## src/rtl/step_sequencer_if.sv

```systemverilog
// Command/status and step-drive bundle between a motion controller and step_sequencer.
// The controller owns the master side and the sequencer owns the slave side.
interface step_sequencer_if #(
    parameter int CNT_W = 16
);
    logic             step_in;
    logic             dir;
    logic             enable;
    logic             start;
    logic             abort;
    logic [CNT_W-1:0] target;
    logic [3:0]       coil;
    logic             busy;
    logic             done;
    logic [CNT_W-1:0] pos_cnt;

    modport master (
        output step_in, dir, enable, start, abort, target,
        input  coil, busy, done, pos_cnt
    );

    modport slave (
        input  step_in, dir, enable, start, abort, target,
        output coil, busy, done, pos_cnt
    );
endinterface

```

## src/rtl/step_sequencer.sv

```systemverilog
// Stepper phase sequencer: counts rising edges of the divider step clock and walks
// a 4-coil phase table forward or reverse for a commanded number of steps.
module step_sequencer #(
    parameter bit HALF_STEP = 1'b0,
    parameter int CNT_W     = 16
) (
    input  logic             clk50,
    input  logic             rst,
    step_sequencer_if.slave  bus
);
    typedef enum logic [1:0] {
        ST_IDLE = 2'd0,
        ST_RUN  = 2'd1,
        ST_DONE = 2'd2
    } state_t;

    localparam logic [2:0] IDX_STEP = HALF_STEP ? 3'd1 : 3'd2;

    state_t           state_reg;
    logic [2:0]       idx_reg;
    logic             step_q_reg;
    logic [CNT_W-1:0] tgt_reg;
    logic [CNT_W-1:0] pos_cnt_reg;
    logic [3:0]       coil_reg;
    logic             busy_reg;
    logic             done_reg;

    // Even entries energise one coil, odd entries the two neighbouring coils.
    logic [3:0] phase_lut [8];
    genvar gi;
    generate
        for (gi = 0; gi < 8; gi++) begin : g_lut
            if (gi % 2 == 0) begin : g_single
                assign phase_lut[gi] = 4'(1 << (gi / 2));
            end else begin : g_pair
                assign phase_lut[gi] = 4'((1 << (gi / 2)) | (1 << (((gi / 2) + 1) % 4)));
            end
        end
    endgenerate

    logic             step_edge;
    logic [2:0]       idx_next;
    logic [CNT_W-1:0] pos_cnt_next;

    assign step_edge    = bus.step_in & ~step_q_reg;
    assign idx_next     = bus.dir ? (idx_reg + IDX_STEP) : (idx_reg - IDX_STEP);
    assign pos_cnt_next = pos_cnt_reg + CNT_W'(1);

    always_ff @(posedge clk50) begin
        if (rst) begin
            state_reg   <= ST_IDLE;
            idx_reg     <= 3'd0;
            step_q_reg  <= 1'b0;
            tgt_reg     <= '0;
            pos_cnt_reg <= '0;
            coil_reg    <= 4'b0000;
            busy_reg    <= 1'b0;
            done_reg    <= 1'b0;
        end else begin
            step_q_reg <= bus.step_in;
            case (state_reg)
                ST_IDLE: begin
                    coil_reg <= 4'b0000;
                    busy_reg <= 1'b0;
                    done_reg <= 1'b0;
                    if (bus.start && !bus.abort) begin
                        pos_cnt_reg <= '0;
                        if (bus.target != '0) begin
                            state_reg <= ST_RUN;
                            tgt_reg   <= bus.target;
                            busy_reg  <= 1'b1;
                            coil_reg  <= bus.enable ? phase_lut[idx_reg] : 4'b0000;
                        end else begin
                            state_reg <= ST_DONE;
                            done_reg  <= 1'b1;
                            coil_reg  <= phase_lut[idx_reg];
                        end
                    end
                end
                ST_RUN: begin
                    if (bus.abort) begin
                        state_reg <= ST_IDLE;
                        busy_reg  <= 1'b0;
                        coil_reg  <= 4'b0000;
                    end else if (step_edge && bus.enable) begin
                        idx_reg     <= idx_next;
                        pos_cnt_reg <= pos_cnt_next;
                        coil_reg    <= phase_lut[idx_next];
                        if (pos_cnt_next == tgt_reg) begin
                            state_reg <= ST_DONE;
                            busy_reg  <= 1'b0;
                            done_reg  <= 1'b1;
                        end
                    end else begin
                        // Paused: edges are dropped and the coils released.
                        coil_reg <= bus.enable ? phase_lut[idx_reg] : 4'b0000;
                    end
                end
                default: begin
                    state_reg <= ST_IDLE;
                    busy_reg  <= 1'b0;
                    done_reg  <= 1'b0;
                    coil_reg  <= 4'b0000;
                end
            endcase
        end
    end

    assign bus.coil    = coil_reg;
    assign bus.busy    = busy_reg;
    assign bus.done    = done_reg;
    assign bus.pos_cnt = pos_cnt_reg;
endmodule
```

## src/flat_wrapper.sv

```systemverilog
// flat-port wrapper written by rule: the top's interface ports become plain ports
module step_sequencer_flat 
#(
    parameter bit HALF_STEP = 1'b0,
    parameter int CNT_W     = 16
)
  (clk50, rst, bus_step_in, bus_dir, bus_enable, bus_start, bus_abort, bus_target, bus_coil, bus_busy, bus_done, bus_pos_cnt);
  step_sequencer_if #(.CNT_W(CNT_W)) bus_i ();
  input  logic clk50;
  input  logic rst;
  input wire logic [$bits(bus_i.step_in)-1:0] bus_step_in;
  input wire logic [$bits(bus_i.dir)-1:0] bus_dir;
  input wire logic [$bits(bus_i.enable)-1:0] bus_enable;
  input wire logic [$bits(bus_i.start)-1:0] bus_start;
  input wire logic [$bits(bus_i.abort)-1:0] bus_abort;
  input wire logic [$bits(bus_i.target)-1:0] bus_target;
  output wire logic [$bits(bus_i.coil)-1:0] bus_coil;
  output wire logic [$bits(bus_i.busy)-1:0] bus_busy;
  output wire logic [$bits(bus_i.done)-1:0] bus_done;
  output wire logic [$bits(bus_i.pos_cnt)-1:0] bus_pos_cnt;
  assign bus_i.step_in = bus_step_in;
  assign bus_i.dir = bus_dir;
  assign bus_i.enable = bus_enable;
  assign bus_i.start = bus_start;
  assign bus_i.abort = bus_abort;
  assign bus_i.target = bus_target;
  assign bus_coil = bus_i.coil;
  assign bus_busy = bus_i.busy;
  assign bus_done = bus_i.done;
  assign bus_pos_cnt = bus_i.pos_cnt;
  step_sequencer #(.HALF_STEP(HALF_STEP), .CNT_W(CNT_W)) u_core (.clk50(clk50), .rst(rst), .bus(bus_i));
endmodule
```

## config.mk

```make
export PLATFORM = sky130hd
export DESIGN_NAME = step_sequencer_flat
export DESIGN_NICKNAME = d
export VERILOG_FILES = /design/src/rtl/step_sequencer_if.sv /design/src/rtl/step_sequencer.sv /design/src/flat_wrapper.sv
export SDC_FILE = /design/constraint.sdc
export NUM_CORES = 1
export LEC_CHECK = 0
export BUFFER_PORTS_ARGS = -buffer_cell sky130_fd_sc_hd__buf_2
export CAP_MARGIN = 0
export CORE_MARGIN = 2
export CORE_UTILIZATION = 58
export CTS_BUF_LIST = sky130_fd_sc_hd__clkbuf_8
export DETAILED_ROUTE_END_ITERATION = 10
export PLACE_DENSITY = 0.82
export SLEW_MARGIN = 20
export SYNTH_ARGS = -nofsm -noshare
export SYNTH_HDL_FRONTEND = slang
export SYNTH_SLANG_ARGS = --single-unit
```

## constraint.sdc

```tcl
create_clock -name clk50 -period 3 [get_ports clk50]
set_clock_uncertainty 0.15 [all_clocks]
set_input_delay 0.15 -clock clk50 [delete_from_list [all_inputs] [get_ports clk50]]
set_output_delay 0.15 -clock clk50 [all_outputs]
set_load 0.02 [all_outputs]
```

==> flow_summary.toml, run 1 <==
[sta]
period_needed_ps = 2600
tns_ps = 0
relSlewSlack_pct = 61.3
tightestPinTransition_ps = 580
hold_viol = 0
period_share_pct = 86.6
final-setup-viol-count = 0
slew_viol_final = 0
rsz0062_at_grt = "no"
max_freq_mhz = 385

[finish]
layout_commonest_cell = "buf_2"
final_cell_mix = "buf_2, dfxtp_1, a21oi_1"
fillers = 353
final_nets = 397
syn2layout_area_growth_pct = 20.3
drive_above_1_share_pct = 18.6
n_antenna_cell = 0

[clock_tree]
cts_made_buffers = 5
clkLatencyLatePin_ps = 300
cts_tree = "done"
clkSlewWorstSetupHoldPaths_ps = 80
postCtsResizedCells = 0
clockRootBuffer = "clkbuf_8"
cts_buffer_depth = 2
htreeDepth = 2
cts_setup_buffers = 0
clkSinkCount = 43

[floorplan]
fp.dieW_um = 70.0
die_h_um = 70.0
start_util_pct = 59.3
ios = 45
core_sq_mm = 0.00426
die_area_sq_mm = 0.00491
rows = 24

[global_routing]
grt_pass1_wl_mm = 10.6
grt_pass1_vias = 2291
antenna_found_initial = 0
grt_overflow = 0
grt_max_degree = 44
grtUsageTotal_pct = 26.7

[critical_path]
critPathSlowestCell = "dfxtp_1"
path_cells = "ha_1, nand4_1, nor2_1, a31oi_1, nor4_1, o2111a_1, o22ai_1"
crit_path_start_kind = "register"
crit_type = "register to register"
required_ps = 3020
cp.arrival_ps = 2610
cp_top_family = "simple AND/OR/NAND/NOR gates"
critPathMaxFanout = 8
critPathMaxStageDelay_ps = 490
cp-end-kind = "register"
worstSetupStartpoint = "u_core.bus.pos_cnt[0]"
path_depth = 7
path_buf_inv = 0
r2r_setup_slack_ps = 400
r2r_start = "u_core.bus.pos_cnt[0]"
r2r_cells = 7
reg2reg_to = "u_core.state_reg[0]"

[synth]
synth_nets = 344
synth_top_cell_by_area = "dfxtp_1"
synth-seq-cells = 43
synthArstFlopShare_pct = 0
synth_top_area_share_pct = 34.0
ys_top_cells_by_area = "dfxtp_1, a21oi_1, xnor2_1"
synth_flop_cell = "dfxtp_1"
yosysSeqAreaShare_pct = 34.0
avgSynthCellArea_sq_um = 8.01
syn_area_sq_mm = 0.00253
synth-edff-count = 0
ys_types = 56
yosys_warnings = 0
syn_inst = 316

[run]
maxCapViolations = 0

[pwr]
peakVddDrop_mv = 0.266
swShare_pct = 25.5
power_frac_seq_pct = 51.7
power.density_mw_per_mm2 = 380
p_leak_uw = 0.00118
total_power_uw = 1160
combPwrFrac_pct = 12.5
p_int_uw = 861
p_sw_uw = 295
power_frac_clock_pct = 35.7

[route]
drt_iter0_markers = 280
totalWireLength_mm = 6.29
num_vias = 2559
antenna_left = 0
remaining_drc_errors = 0
via_per_inst = 6.06
dr.pass1.iters = 4
routedWlPerCell_um = 14.9

[placed_design]
gp_congestion = 0.885
port_buffers = 44
dpl.hpwl_mm = 4.35

[worst_hold_path]
hold_class = "primary input to register"
hold-path-endpoint = "u_core.state_reg[0]"
hold_depth = 4
min-delay-start = "rst"

[run_status]
status = "finished clean"
==> power by group through the flow <==
stage	clock network [uW]	registers, uW	logic, uW
finish	413	598	145
global placement	0	611	122
detailed placement	0	611	125
CTS	414	598	142
floorplan	0	609	82.6
global route	437	600	161
==> per-layer routing <==
layer	track usage, %	part of all wire (%)	vias to the layer above
li1	-	-	1250
met1	35.9	45	1209
met2	43.4	48	86
met3	5.19	5.6	14
met4	8.55	1.8	0
met5	0	0	-
==> stage by stage <==
step / setup WS (ps) / utilization (%) / std cells / hold slack [ps] / area, sq um
2_1_floorplan: 693 / - / 316 / 128 / 2530
3_3_place_gp: 585 / 65.0 / 397 / 251 / 2770
3_5_place_dp: 483 / 65.0 / 397 / 257 / 2770
4_1_cts: 470 / 71.4 / 422 / 26.1 / 3040
5_1_grt: 186 / 71.4 / 422 / 74.4 / 3040
6_report: 403 / 71.4 / 422 / 32.2 / 3040
==> timing repair <==
| action | 4_1_cts | 5_1_grt |
|---|---|---|
| hold buffers | 17 | 0 |
| endpoints found under the hold margin | 17 | 0 |
| setup endpoints to repair | 0 | 0 |
==> how the worst max path moves through the flow <==
stage,to
final,u_core.state_reg[0]
after global routing,u_core.state_reg[0]
after CTS,u_core.state_reg[0]
after detailed placement,u_core.state_reg[0]
after global placement,u_core.state_reg[0]
after floorplan,u_core.state_reg[0]
==> cells by family after synthesis <==
| kind of cell | after synthesis | share of synthesized area (%) |
|---|---|---|
| compound gates | 77 | 18.8 |
| xor+xnor | 20 | 6.92 |
| simple gates | 146 | 33.4 |
| buf+inv | 24 | 4.01 |
| flops | 43 | 34.0 |
| mux | 1 | 0.396 |
| fa+ha+maj | 5 | 2.47 |
==> Yosys cell counts (5+ instances only) <==
master and count:
a21oi_1 34, buf_2 9, clkbuf_1 11, dfxtp_1 43
ha_1 5, nand2_1 29, nand3_1 21, nand3b_1 7
nand4_1 8, nor2_1 29, nor2b_1 5, nor3_1 8
nor4_1 5, o21ai_0 14, or3_1 5, xnor2_1 16
==> tightest hold or removal path: cells and delay by family <==
family / cells / cell delay, ps
buffers and inverters: 1 / 90
AOI/OAI and AO/OA: 1 / 60
and+or+nand+nor: 2 / 140
==> final cells by class <==
type	instances	area, sq um	area share (%)
Inverter	3	11.3	0.370
Sequential cell	43	861	28.3
Tap cell	52	65.1	2.14
Multi-Input combinational cell	249	1570	51.5
Clock buffer	7	96.3	3.16
Clock inverter	1	7.51	0.247
Timing Repair Buffer	67	435	14.3
Note: power is estimated with default switching activity, not from simulation.
==> run 2, diff against run 1 <==
--- a/config.mk
+++ b/config.mk
@@ -12,6 +12,7 @@
 export CTS_BUF_LIST = sky130_fd_sc_hd__clkbuf_8
 export DETAILED_ROUTE_END_ITERATION = 10
 export PLACE_DENSITY = 0.82
+export REMOVE_ABC_BUFFERS = 1
 export SLEW_MARGIN = 20
 export SYNTH_ARGS = -nofsm -noshare
 export SYNTH_HDL_FRONTEND = slang
==> run 2 against run 1 <==
Clock power up 2%. Count of clock-buffer cells in the layout down 2. Via count down 1.3%. Worst setup slack better by 33 ps. Utilization about the same. Highest routed layer unchanged.
==> flow_summary.toml, run 2 (same netlist as run 1, synthesis figures left out) <==
[run_status]
status = "finished clean"

[finish]
n_antenna_cell = 0
final_cell_mix = "buf_2, dfxtp_1, a21oi_1"
fillers = 355
syn2layout_area_growth_pct = 20.3
final_nets = 397
utilization_pct = 71.4
multiInputGateArea_sq_mm = 0.00157
layout_commonest_cell = "buf_2"
drive_above_1_share_pct = 18.2
register_area_sq_um = 861

[floorplan]
rows = 24
die_area_sq_mm = 0.00491
fp.dieW_um = 70.0
core_sq_mm = 0.00426
die_h_um = 70.0
start_util_pct = 59.3
ios = 45

[sta]
final-setup-viol-count = 0
max_freq_mhz = 390
tightestPinTransition_ps = 785
hold_viol = 0
rsz0062_at_grt = "no"
period_share_pct = 85.5
period_needed_ps = 2560
whs_ps = 104
slew_viol_final = 0
relSlewSlack_pct = 47.3
tns_ps = 0

[critical_path]
cp-end-kind = "register"
cp.arrival_ps = 2560
path_buf_inv = 0
path_cells = "ha_1, nand4_1, nor2_1, a31oi_1, nor4_1, o2111a_1, o22ai_1"
critPathMaxStageDelay_ps = 480
critPathMaxFanout = 8
critPathSlowestCell = "dfxtp_1"
crit_path_start_kind = "register"
required_ps = 2990
cp_top_family = "simple AND/OR/NAND/NOR gates"
crit_type = "register to register"

[global_routing]
antenna_found_initial = 0
grt_overflow = 0
use_met1_pct = 38.1
top_usage_layer = "met2"
grt_use_met2_pct = 43.1
grt_pass1_vias = 2267
grtUsageTotal_pct = 27.3
met3_usage_pct = 4.91
grt_pass1_wl_mm = 10.8
grt_max_degree = 29

[pwr]
p_leak_uw = 0.00118
peakVddDrop_mv = 0.296
power.density_mw_per_mm2 = 383
total_power_uw = 1170

[run]
maxCapViolations = 0

[clock_tree]
holdBufCountCts = 17
clkSlewWorstSetupHoldPaths_ps = 70
postCtsResizedCells = 0
cts_tree = "done"
cts_setup_buffers = 0
htreeDepth = 2
clockRootBuffer = "clkbuf_8"
cts_buffer_depth = 2
cts_made_buffers = 5
clkSinkCount = 43
clkLatencyLatePin_ps = 280

[route]
totalWireLength_mm = 6.36
remaining_drc_errors = 0
dr.pass1.iters = 5
drt_iter0_markers = 246
via_per_inst = 6.00
num_vias = 2526
antenna_left = 0
routedWlPerCell_um = 15.1

[placed_design]
port_buffers = 44
gp_congestion = 0.907
dpl.hpwl_mm = 4.34

[worst_hold_path]
hold_class = "primary input to register"
-- run 2: cell types whose count changed in the layout (fill, tap and decap cells not counted), sizes merged --
cell	change
clkbuf	-2
inv	+1
bufinv	+1
clkinvlp	-1
-- run 2: path summary, 6_finish.rpt --
check / from / end / slack [ps] / cells past startpoint
setup / recovery: u_core.bus.pos_cnt[0] / u_core.state_reg[0] / 440 / 7
hold / removal: rst / u_core.tgt_reg[2] / 100 / 2
setup reg to reg: u_core.bus.pos_cnt[0] / u_core.state_reg[0] / 440 / 7
hold reg to reg: u_core.tgt_reg[7] / u_core.tgt_reg[7] / 310 / 2
-- run 2: per-layer routing --
metal / wire [um] / share of wire, %
met5: 0 / 0
met4: 113 / 1.8
met3: 314 / 4.9
met2: 2990 / 47
met1: 2940 / 46
-- run 2: area by class of cell --
type / instances / share of cell area, %
Timing Repair Buffer: 67 / 14.3
Inverter: 3 / 0.370
Clock buffer: 5 / 2.26
Clock inverter: 2 / 1.11
Sequential cell: 43 / 28.3
Tap cell: 52 / 2.14
Multi-Input combinational cell: 249 / 51.5
-- run 2: per-stage QoR --
stage	setup WS, ps	instance area [sq um]	instances
floorplan	449	2440	295
global placement	587	2770	397
detailed placement	502	2770	397
CTS	460	3040	421
global route	225	3040	421
finish	436	3040	421
-- run 2: power by group --
part / internal [uW] / switching (uW)
Clock: 241 / 182
Sequential: 585 / 13.9
Combinational: 65.9 / 78.8
Total: 891 / 275
